`config.mk`:
```
export PLATFORM = sky130hd
export DESIGN_NAME = decode_cycle_flat
export DESIGN_NICKNAME = d
export VERILOG_FILES = /design/src/rtl/riscv_pkg.sv /design/src/rtl/decode_cycle_if.sv /design/src/rtl/register_file.sv /design/src/rtl/decode_cycle.sv /design/src/flat_wrapper.sv
export SDC_FILE = /design/constraint.sdc
export NUM_CORES = 2
export LEC_CHECK = 0
export BUFFER_PORTS_ARGS = -buffer_cell sky130_fd_sc_hd__buf_2
export CORE_MARGIN = 4
export CORE_UTILIZATION = 62
export CTS_CLUSTER_DIAMETER = 120
export DETAILED_ROUTE_END_ITERATION = 10
export GPL_TIMING_DRIVEN = 0
export PLACE_DENSITY_LB_ADDON = 0.05
export RECOVER_POWER = 100
export SLEW_MARGIN = 20
export SYNTH_ARGS = -nofsm -noshare
export SYNTH_HDL_FRONTEND = slang
export SYNTH_SLANG_ARGS = --single-unit
export TNS_END_PERCENT = 20
```
`constraint.sdc`:
```
create_clock -name clk -period 1.75 [get_ports clk]
set_input_delay 0.2625 -clock clk [delete_from_list [all_inputs] [get_ports clk]]
set_output_delay 0.2625 -clock clk [all_outputs]
set_load 0.05 [all_outputs]
```
`src/rtl/riscv_pkg.sv`:
```
// riscv_pkg: shared RV32I decode constants, encodings and the ID/EX payload.
package riscv_pkg;
    localparam logic [6:0] OP_LW  = 7'b0000011;
    localparam logic [6:0] OP_SW  = 7'b0100011;
    localparam logic [6:0] OP_R   = 7'b0110011;
    localparam logic [6:0] OP_I   = 7'b0010011;
    localparam logic [6:0] OP_BEQ = 7'b1100011;
    localparam logic [6:0] OP_JAL = 7'b1101111;
    localparam logic [2:0] ALU_ADD = 3'b000;
    localparam logic [2:0] ALU_SUB = 3'b001;
    localparam logic [2:0] ALU_AND = 3'b010;
    localparam logic [2:0] ALU_OR  = 3'b011;
    localparam logic [2:0] ALU_SLT = 3'b101;
    typedef enum logic [1:0] {IMM_I, IMM_S, IMM_B, IMM_J} immSrc_t;
    typedef enum logic [1:0] {RES_ALU, RES_MEM, RES_PC4} resultSrc_t;
    typedef enum logic [1:0] {ALUOP_ADD, ALUOP_SUB, ALUOP_FUNCT} aluOp_t;
    typedef struct packed {
        logic        regWrite;
        logic        memWrite;
        logic        jump;
        logic        branch;
        logic        aluSrc;
        resultSrc_t  resultSrc;
        logic [2:0]  aluControl;
        logic [31:0] rd1;
        logic [31:0] rd2;
        logic [31:0] immExt;
        logic [31:0] pc;
        logic [31:0] pcPlus4;
        logic [4:0]  rd;
        logic [4:0]  rs1;
        logic [4:0]  rs2;
    } idEx_t;
endpackage

```
`src/rtl/decode_cycle_if.sv`:
```
// decode_cycle_if: IF/ID inputs, writeback port, hazard taps and ID/EX outputs of the decode stage.
interface decode_cycle_if;
    logic [31:0] InstrD, PCD, PCPlus4D;
    logic        RegWriteW;
    logic [4:0]  RDW;
    logic [31:0] ResultW;
    logic        FlushE;
    logic [4:0]  Rs1D, Rs2D;
    logic        RegWriteE, MemWriteE, JumpE, BranchE, ALUSrcE;
    logic [1:0]  ResultSrcE;
    logic [2:0]  ALUControlE;
    logic [31:0] RD1E, RD2E, ImmExtE, PCE, PCPlus4E;
    logic [4:0]  RdE, Rs1E, Rs2E;
    modport master (
        output InstrD, PCD, PCPlus4D, RegWriteW, RDW, ResultW, FlushE,
        input  Rs1D, Rs2D, RegWriteE, MemWriteE, JumpE, BranchE, ALUSrcE, ResultSrcE,
               ALUControlE, RD1E, RD2E, ImmExtE, PCE, PCPlus4E, RdE, Rs1E, Rs2E
    );
    modport slave (
        input  InstrD, PCD, PCPlus4D, RegWriteW, RDW, ResultW, FlushE,
        output Rs1D, Rs2D, RegWriteE, MemWriteE, JumpE, BranchE, ALUSrcE, ResultSrcE,
               ALUControlE, RD1E, RD2E, ImmExtE, PCE, PCPlus4E, RdE, Rs1E, Rs2E
    );
endinterface

```
`src/rtl/register_file.sv`:
```
// register_file: 31 writable registers plus hardwired x0, with writeback-to-read bypass.
module register_file (
    input  logic        clk,
    input  logic        rst,
    input  logic [4:0]  A1,
    input  logic [4:0]  A2,
    input  logic [4:0]  A3,
    input  logic        WE3,
    input  logic [31:0] WD3,
    output logic [31:0] RD1,
    output logic [31:0] RD2
);
    logic [31:0] regs [1:31];
    logic        wrEn;
    assign wrEn = WE3 && A3 != 5'd0;
    always_ff @(posedge clk or negedge rst) begin
        if (!rst)
            for (int i = 1; i < 32; i++) regs[i] <= '0;
        else if (wrEn)
            regs[A3] <= WD3;
    end
    // Bypass lets an instruction in decode see the value being written back this cycle
    assign RD1 = A1 == 5'd0 ? '0 : (wrEn && A3 == A1) ? WD3 : regs[A1];
    assign RD2 = A2 == 5'd0 ? '0 : (wrEn && A3 == A2) ? WD3 : regs[A2];
endmodule

```
`src/rtl/decode_cycle.sv`:
```
// decode_cycle: RV32I decode stage -- control/ALU decode, register read, immediate
// extension and the ID/EX pipeline register.
module decode_cycle
    import riscv_pkg::*;
(
    input logic clk,
    input logic rst,
    decode_cycle_if.slave bus
);
    logic [31:0] instr, rd1, rd2, immExt;
    logic [6:0]  op;
    logic [2:0]  funct3, aluControl;
    logic        regWrite, memWrite, branch, jump, aluSrc;
    resultSrc_t  resultSrc;
    immSrc_t     immSrc;
    aluOp_t      aluOp;
    idEx_t       d, q;
    assign instr  = bus.InstrD;
    assign op     = instr[6:0];
    assign funct3 = instr[14:12];
    assign bus.Rs1D = instr[19:15];
    assign bus.Rs2D = instr[24:20];
    register_file rf (
        .clk(clk), .rst(rst), .A1(instr[19:15]), .A2(instr[24:20]), .A3(bus.RDW),
        .WE3(bus.RegWriteW), .WD3(bus.ResultW), .RD1(rd1), .RD2(rd2)
    );
    // Unknown opcodes keep every default, turning the slot into a bubble
    always_comb begin
        regWrite  = 1'b0;
        memWrite  = 1'b0;
        branch    = 1'b0;
        jump      = 1'b0;
        aluSrc    = 1'b0;
        resultSrc = RES_ALU;
        immSrc    = IMM_I;
        aluOp     = ALUOP_ADD;
        case (op)
            OP_LW:  begin regWrite = 1'b1; aluSrc = 1'b1; resultSrc = RES_MEM; end
            OP_SW:  begin memWrite = 1'b1; aluSrc = 1'b1; immSrc = IMM_S; end
            OP_R:   begin regWrite = 1'b1; aluOp = ALUOP_FUNCT; end
            OP_I:   begin regWrite = 1'b1; aluSrc = 1'b1; aluOp = ALUOP_FUNCT; end
            OP_BEQ: begin branch = 1'b1; immSrc = IMM_B; aluOp = ALUOP_SUB; end
            OP_JAL: begin regWrite = 1'b1; jump = 1'b1; resultSrc = RES_PC4; immSrc = IMM_J; end
            default: ;
        endcase
    end
    assign aluControl = aluOp == ALUOP_SUB   ? ALU_SUB :
                        aluOp != ALUOP_FUNCT ? ALU_ADD :
                        funct3 == 3'b010     ? ALU_SLT :
                        funct3 == 3'b110     ? ALU_OR  :
                        funct3 == 3'b111     ? ALU_AND :
                        (funct3 == 3'b000 && op == OP_R && instr[30]) ? ALU_SUB : ALU_ADD;
    assign immExt = immSrc == IMM_S ? {{20{instr[31]}}, instr[31:25], instr[11:7]} :
                    immSrc == IMM_B ? {{20{instr[31]}}, instr[7], instr[30:25], instr[11:8], 1'b0} :
                    immSrc == IMM_J ? {{12{instr[31]}}, instr[19:12], instr[20], instr[30:21], 1'b0} :
                                      {{20{instr[31]}}, instr[31:20]};
    assign d = '{regWrite: regWrite, memWrite: memWrite, jump: jump, branch: branch,
                 aluSrc: aluSrc, resultSrc: resultSrc, aluControl: aluControl,
                 rd1: rd1, rd2: rd2, immExt: immExt, pc: bus.PCD, pcPlus4: bus.PCPlus4D,
                 rd: instr[11:7], rs1: instr[19:15], rs2: instr[24:20]};
    // Flush zeroes the indices too so forwarding never matches a bubble
    always_ff @(posedge clk or negedge rst) begin
        if (!rst)            q <= '0;
        else if (bus.FlushE) q <= '0;
        else                 q <= d;
    end
    assign bus.RegWriteE   = q.regWrite;
    assign bus.MemWriteE   = q.memWrite;
    assign bus.JumpE       = q.jump;
    assign bus.BranchE     = q.branch;
    assign bus.ALUSrcE     = q.aluSrc;
    assign bus.ResultSrcE  = q.resultSrc;
    assign bus.ALUControlE = q.aluControl;
    assign bus.RD1E        = q.rd1;
    assign bus.RD2E        = q.rd2;
    assign bus.ImmExtE     = q.immExt;
    assign bus.PCE         = q.pc;
    assign bus.PCPlus4E    = q.pcPlus4;
    assign bus.RdE         = q.rd;
    assign bus.Rs1E        = q.rs1;
    assign bus.Rs2E        = q.rs2;
endmodule

```
`src/flat_wrapper.sv`:
```
// flat-port wrapper written by rule: the top's interface ports become plain ports
module decode_cycle_flat import riscv_pkg::*;
  (clk, rst, bus_InstrD, bus_PCD, bus_PCPlus4D, bus_RegWriteW, bus_RDW, bus_ResultW, bus_FlushE, bus_Rs1D, bus_Rs2D, bus_RegWriteE, bus_MemWriteE, bus_JumpE, bus_BranchE, bus_ALUSrcE, bus_ResultSrcE, bus_ALUControlE, bus_RD1E, bus_RD2E, bus_ImmExtE, bus_PCE, bus_PCPlus4E, bus_RdE, bus_Rs1E, bus_Rs2E);
  decode_cycle_if bus_i ();
  input logic clk;
  input logic rst;
  input wire logic [$bits(bus_i.InstrD)-1:0] bus_InstrD;
  input wire logic [$bits(bus_i.PCD)-1:0] bus_PCD;
  input wire logic [$bits(bus_i.PCPlus4D)-1:0] bus_PCPlus4D;
  input wire logic [$bits(bus_i.RegWriteW)-1:0] bus_RegWriteW;
  input wire logic [$bits(bus_i.RDW)-1:0] bus_RDW;
  input wire logic [$bits(bus_i.ResultW)-1:0] bus_ResultW;
  input wire logic [$bits(bus_i.FlushE)-1:0] bus_FlushE;
  output wire logic [$bits(bus_i.Rs1D)-1:0] bus_Rs1D;
  output wire logic [$bits(bus_i.Rs2D)-1:0] bus_Rs2D;
  output wire logic [$bits(bus_i.RegWriteE)-1:0] bus_RegWriteE;
  output wire logic [$bits(bus_i.MemWriteE)-1:0] bus_MemWriteE;
  output wire logic [$bits(bus_i.JumpE)-1:0] bus_JumpE;
  output wire logic [$bits(bus_i.BranchE)-1:0] bus_BranchE;
  output wire logic [$bits(bus_i.ALUSrcE)-1:0] bus_ALUSrcE;
  output wire logic [$bits(bus_i.ResultSrcE)-1:0] bus_ResultSrcE;
  output wire logic [$bits(bus_i.ALUControlE)-1:0] bus_ALUControlE;
  output wire logic [$bits(bus_i.RD1E)-1:0] bus_RD1E;
  output wire logic [$bits(bus_i.RD2E)-1:0] bus_RD2E;
  output wire logic [$bits(bus_i.ImmExtE)-1:0] bus_ImmExtE;
  output wire logic [$bits(bus_i.PCE)-1:0] bus_PCE;
  output wire logic [$bits(bus_i.PCPlus4E)-1:0] bus_PCPlus4E;
  output wire logic [$bits(bus_i.RdE)-1:0] bus_RdE;
  output wire logic [$bits(bus_i.Rs1E)-1:0] bus_Rs1E;
  output wire logic [$bits(bus_i.Rs2E)-1:0] bus_Rs2E;
  assign bus_i.InstrD = bus_InstrD;
  assign bus_i.PCD = bus_PCD;
  assign bus_i.PCPlus4D = bus_PCPlus4D;
  assign bus_i.RegWriteW = bus_RegWriteW;
  assign bus_i.RDW = bus_RDW;
  assign bus_i.ResultW = bus_ResultW;
  assign bus_i.FlushE = bus_FlushE;
  assign bus_Rs1D = bus_i.Rs1D;
  assign bus_Rs2D = bus_i.Rs2D;
  assign bus_RegWriteE = bus_i.RegWriteE;
  assign bus_MemWriteE = bus_i.MemWriteE;
  assign bus_JumpE = bus_i.JumpE;
  assign bus_BranchE = bus_i.BranchE;
  assign bus_ALUSrcE = bus_i.ALUSrcE;
  assign bus_ResultSrcE = bus_i.ResultSrcE;
  assign bus_ALUControlE = bus_i.ALUControlE;
  assign bus_RD1E = bus_i.RD1E;
  assign bus_RD2E = bus_i.RD2E;
  assign bus_ImmExtE = bus_i.ImmExtE;
  assign bus_PCE = bus_i.PCE;
  assign bus_PCPlus4E = bus_i.PCPlus4E;
  assign bus_RdE = bus_i.RdE;
  assign bus_Rs1E = bus_i.Rs1E;
  assign bus_Rs2E = bus_i.Rs2E;
  decode_cycle u_core (.clk(clk), .rst(rst), .bus(bus_i));
endmodule
```
==> reports/metrics.yaml <==
die_y_um: 317
crit_type: "input pin to flip-flop"
cts-buffers-inserted: 120
cpLargestDelayFamily: "buffers and inverters"
ctsHoldBuffers: 121
status: "finished with violations"
crit_fanout: 10
rsz0062_at_grt: "true"
chipWidth_um: 317
yosysTopAreaCellShare_pct: 49.3
start_util_pct: 62.4
drtPass1Iterations: 9
path_clk_slew_ns: 0.06
p_clk_share_pct: 33.0
timing.critical_path.to: "u_core.rf.regs[468]"
final_cell_area_um2: 70400
drive_above_1_share_pct: 52.5
critPathLaunch: "bus_RegWriteW"
cpMostUsedCell: "nand2_1"
cp_cell_sequence: "clkbuf_1 -> nand2_1 -> nor2_1 -> nand2_1 -> buf_1 -> mux2_2"
synth.distinct_cells: 64
ys_seq_elements: 1165
whs_ns: -0.578
peakVddDrop_mv: 0.990
finClkSkew_ns: 0.0383
p_sw_share_pct: 30.3
leakage_nw: 31.1
htreeDepth: 3
rr_worst_depth: 5
maxCapViolCount: 1
fmax_ghz: 0.492
grt_pass1_vias: 43600
r2r-start: "u_core.rf.regs[0]"
critical-path-max-stage-delay_ns: 0.61
synth_nets: 4210
tightest_slew_ns: 1.51
dpl.cell_count: 5671
num_rows: 113
finalMaxSlewViolations: 63
hold_class: "input pin to async pin"
boundaryPins: 332
seq_area_frac_synth_pct: 49.3
dpl_cell_area_um2: 63000
vias: 44500
yosys_most_used_dff: "dfrtp_1"
setup_viol: 327
numClockSinks: 1165
drcViolationCount: 0
die_area_um2: 100000
r2r_setup_slack_ns: -0.23
switchingPower_mw: 24.5
violations: "negative hold slack, max-capacitance violations, max-slew violations, negative setup slack"
yosysTopAreaCell: "dfrtp_1"
period_share_pct: 116
drt_iter0_markers: 7226
critPathCaptureType: "flip-flop"
slowest_stage: "buf_1"
clk_latency_ns: 0.74
nNetsFinal: 4796
cts_root_buf: "clkbuf_16"
yosysWarnings: 0
cp-start-kind: "input pin"
arrival_ns: 2.62
drt-total-wl_um: 237000
r2r_end: "u_core.bus.RD2E[0]"
crit_cells: 6
grt_remaining_overflow: 0
ant_nets: 0
async_flop_share_pct: 100
clk_path_buf_depth: 3
synth.avg_cell_area_um2: 14.5
fin_ws_ns: -0.283
instances_no_fill: 6038
post-route-min-period_ns: 2.03
p_int_mw: 56.4
synth.most_common_cell: "dfrtp_1"
synth_area_leaders: "dfrtp_1, mux2_2, mux4_2"
pwr-share-comb_pct: 23.3
netlist_area_um2: 59200
synth_edf_count: 0
worst-path-buf-inv: 2
numPortBuffers: 324
p_seq_share_pct: 43.7
yosys-top-cells-count: "dfrtp_1, mux2_2, mux4_2"
final_hold_viol_count: 147
place_hpwl_um: 163000
groute.usage.overall_pct: 47.1
gp_congestion: 1.07
required_ns: 2.34
dpl_worst_slack_ns: -2.11
synth_cells: 4073
antenna_found_initial: 16
cellPowerDensity_nw_per_um2: 1150
syn2layout_area_growth_pct: 19.0
grt_max_degree: 124
grt_pass1_wl_um: 326000
slew_headroom_pct: -0.604
viasPerCell: 7.36
wl_per_cell_um: 39.2
cts_tree: "done"
core-area_um2: 94900
## placed cells by master, fill, tap and decap left out, drive strengths merged, types with 14 or more instances in the layout
cell | netlist | final
mux2i | 145 | 145
nor2b | 93 | 93
clkinv | 0 | 23
o22ai | 110 | 110
nand2b | 14 | 14
a211oi | 35 | 35
nor2 | 145 | 145
a22oi | 42 | 42
nand2 | 66 | 66
mux4 | 420 | 420
o211ai | 15 | 15
dlygate4sd3 | 0 | 121
clkbuf | 172 | 347
nor3 | 52 | 52
buf | 265 | 607
a221oi | 26 | 26
mux2 | 1031 | 1031
dfrtp | 1165 | 1165
a21oi | 49 | 49
a2111oi | 14 | 14
nand3 | 18 | 18
nor4 | 25 | 25
diode | 0 | 15
o21ai | 78 | 78
## power by group through the flow
stage / combinational (mW) / sequential, mW / clock (mW)
6_report: 18.9 / 35.3 / 26.7
5_1_grt: 19.4 / 35.7 / 27.8
4_1_cts: 17.9 / 35.0 / 26.6
3_5_place_dp: 16.9 / 35.4 / 0
3_3_place_gp: 16.4 / 35.2 / 0
2_1_floorplan: 10.9 / 35.3 / 0
## layout make-up
| cell class | instances | area [um2] |
|---|---|---|
| buffer | 430 | 3200 |
| multi-input combinational | 2466 | 28900 |
| antenna | 15 | 37.5 |
| fill | 6114 | 24500 |
| inverter | 5 | 25.0 |
| timing repair buffer | 471 | 3440 |
| sequential | 1165 | 29200 |
| tap | 1265 | 1580 |
| clock inverter | 45 | 537 |
| clock buffer | 176 | 3510 |
## what timing repair did
item	CTS	global route
setup endpoints to repair	608	678
cloned	4	3
gates resized for setup	424	104
setup buffers	4	6
hold endpoints to repair	330	147
pin swaps	50	34
## worst min-delay path by stage
stage,startpoint,to,slack [ns],cells after the start
3_5_place_dp,rst,u_core.bus.PCE[11],0.20,1
5_1_grt,rst,u_core.bus.PCE[11],-0.54,1
4_1_cts,rst,u_core.bus.PCE[11],-0.57,1
3_3_place_gp,bus_InstrD[12],u_core.bus.ALUControlE[2],0.46,2
6_report,rst,u_core.bus.PCE[11],-0.58,1
2_1_floorplan,rst,u_core.bus.ALUControlE[0],-0.03,0
## per-stage QoR
step                      TNS [ns]  power, mW  hold WS, ns  utilization (%)
after floorplan              -6.89       46.1      -0.0331                -
after global placement           -       51.6        0.464             66.0
after detailed placement  -1320.85       52.3        0.197             66.4
after CTS                    -5.10       79.5       -0.567             73.7
after global routing        -20.77       82.9       -0.536             74.2
final                       -28.23       80.9       -0.578             74.2
## cells by family after synthesis
group	count (synthesis)	synth area share [%]
DFF	1165	49.3
AOI/OAI and AO/OA	407	4.60
buffers and inverters	442	4.07
and+or+nand+nor	454	3.88
xor gates and xnor gates	9	0.133
muxes	1596	38.1
## routing by layer
layer / track usage (%) / wire length (um) / part of all wire (%)
met3: 26.9 / 40400 / 17
met5: 3.82 / 569 / 0.24
met2: 63.1 / 95200 / 40
met1: 59.0 / 82300 / 35
met4: 27.9 / 18400 / 7.8
## state kept, by name (all words and copies together) (netlist names)
name and cells:
u_core.bus.BranchE 1, u_core.bus.PCPlus4E 32, u_core.bus.RegWriteE 1, u_core.bus.RdE 5, u_core.bus.ALUSrcE 1, u_core.bus.ImmExtE 21
u_core.bus.ResultSrcE 1, u_core.bus.JumpE 1, u_core.bus.Rs2E 5, u_core.bus.Rs1E 5, u_core.bus.RD1E 32, u_core.rf.regs 992
u_core.bus.RD2E 32, u_core.bus.PCE 32, u_core.bus.MemWriteE 1, u_core.bus.ALUControlE 3
No activity file was read; power rests on OpenSTA's default activity.
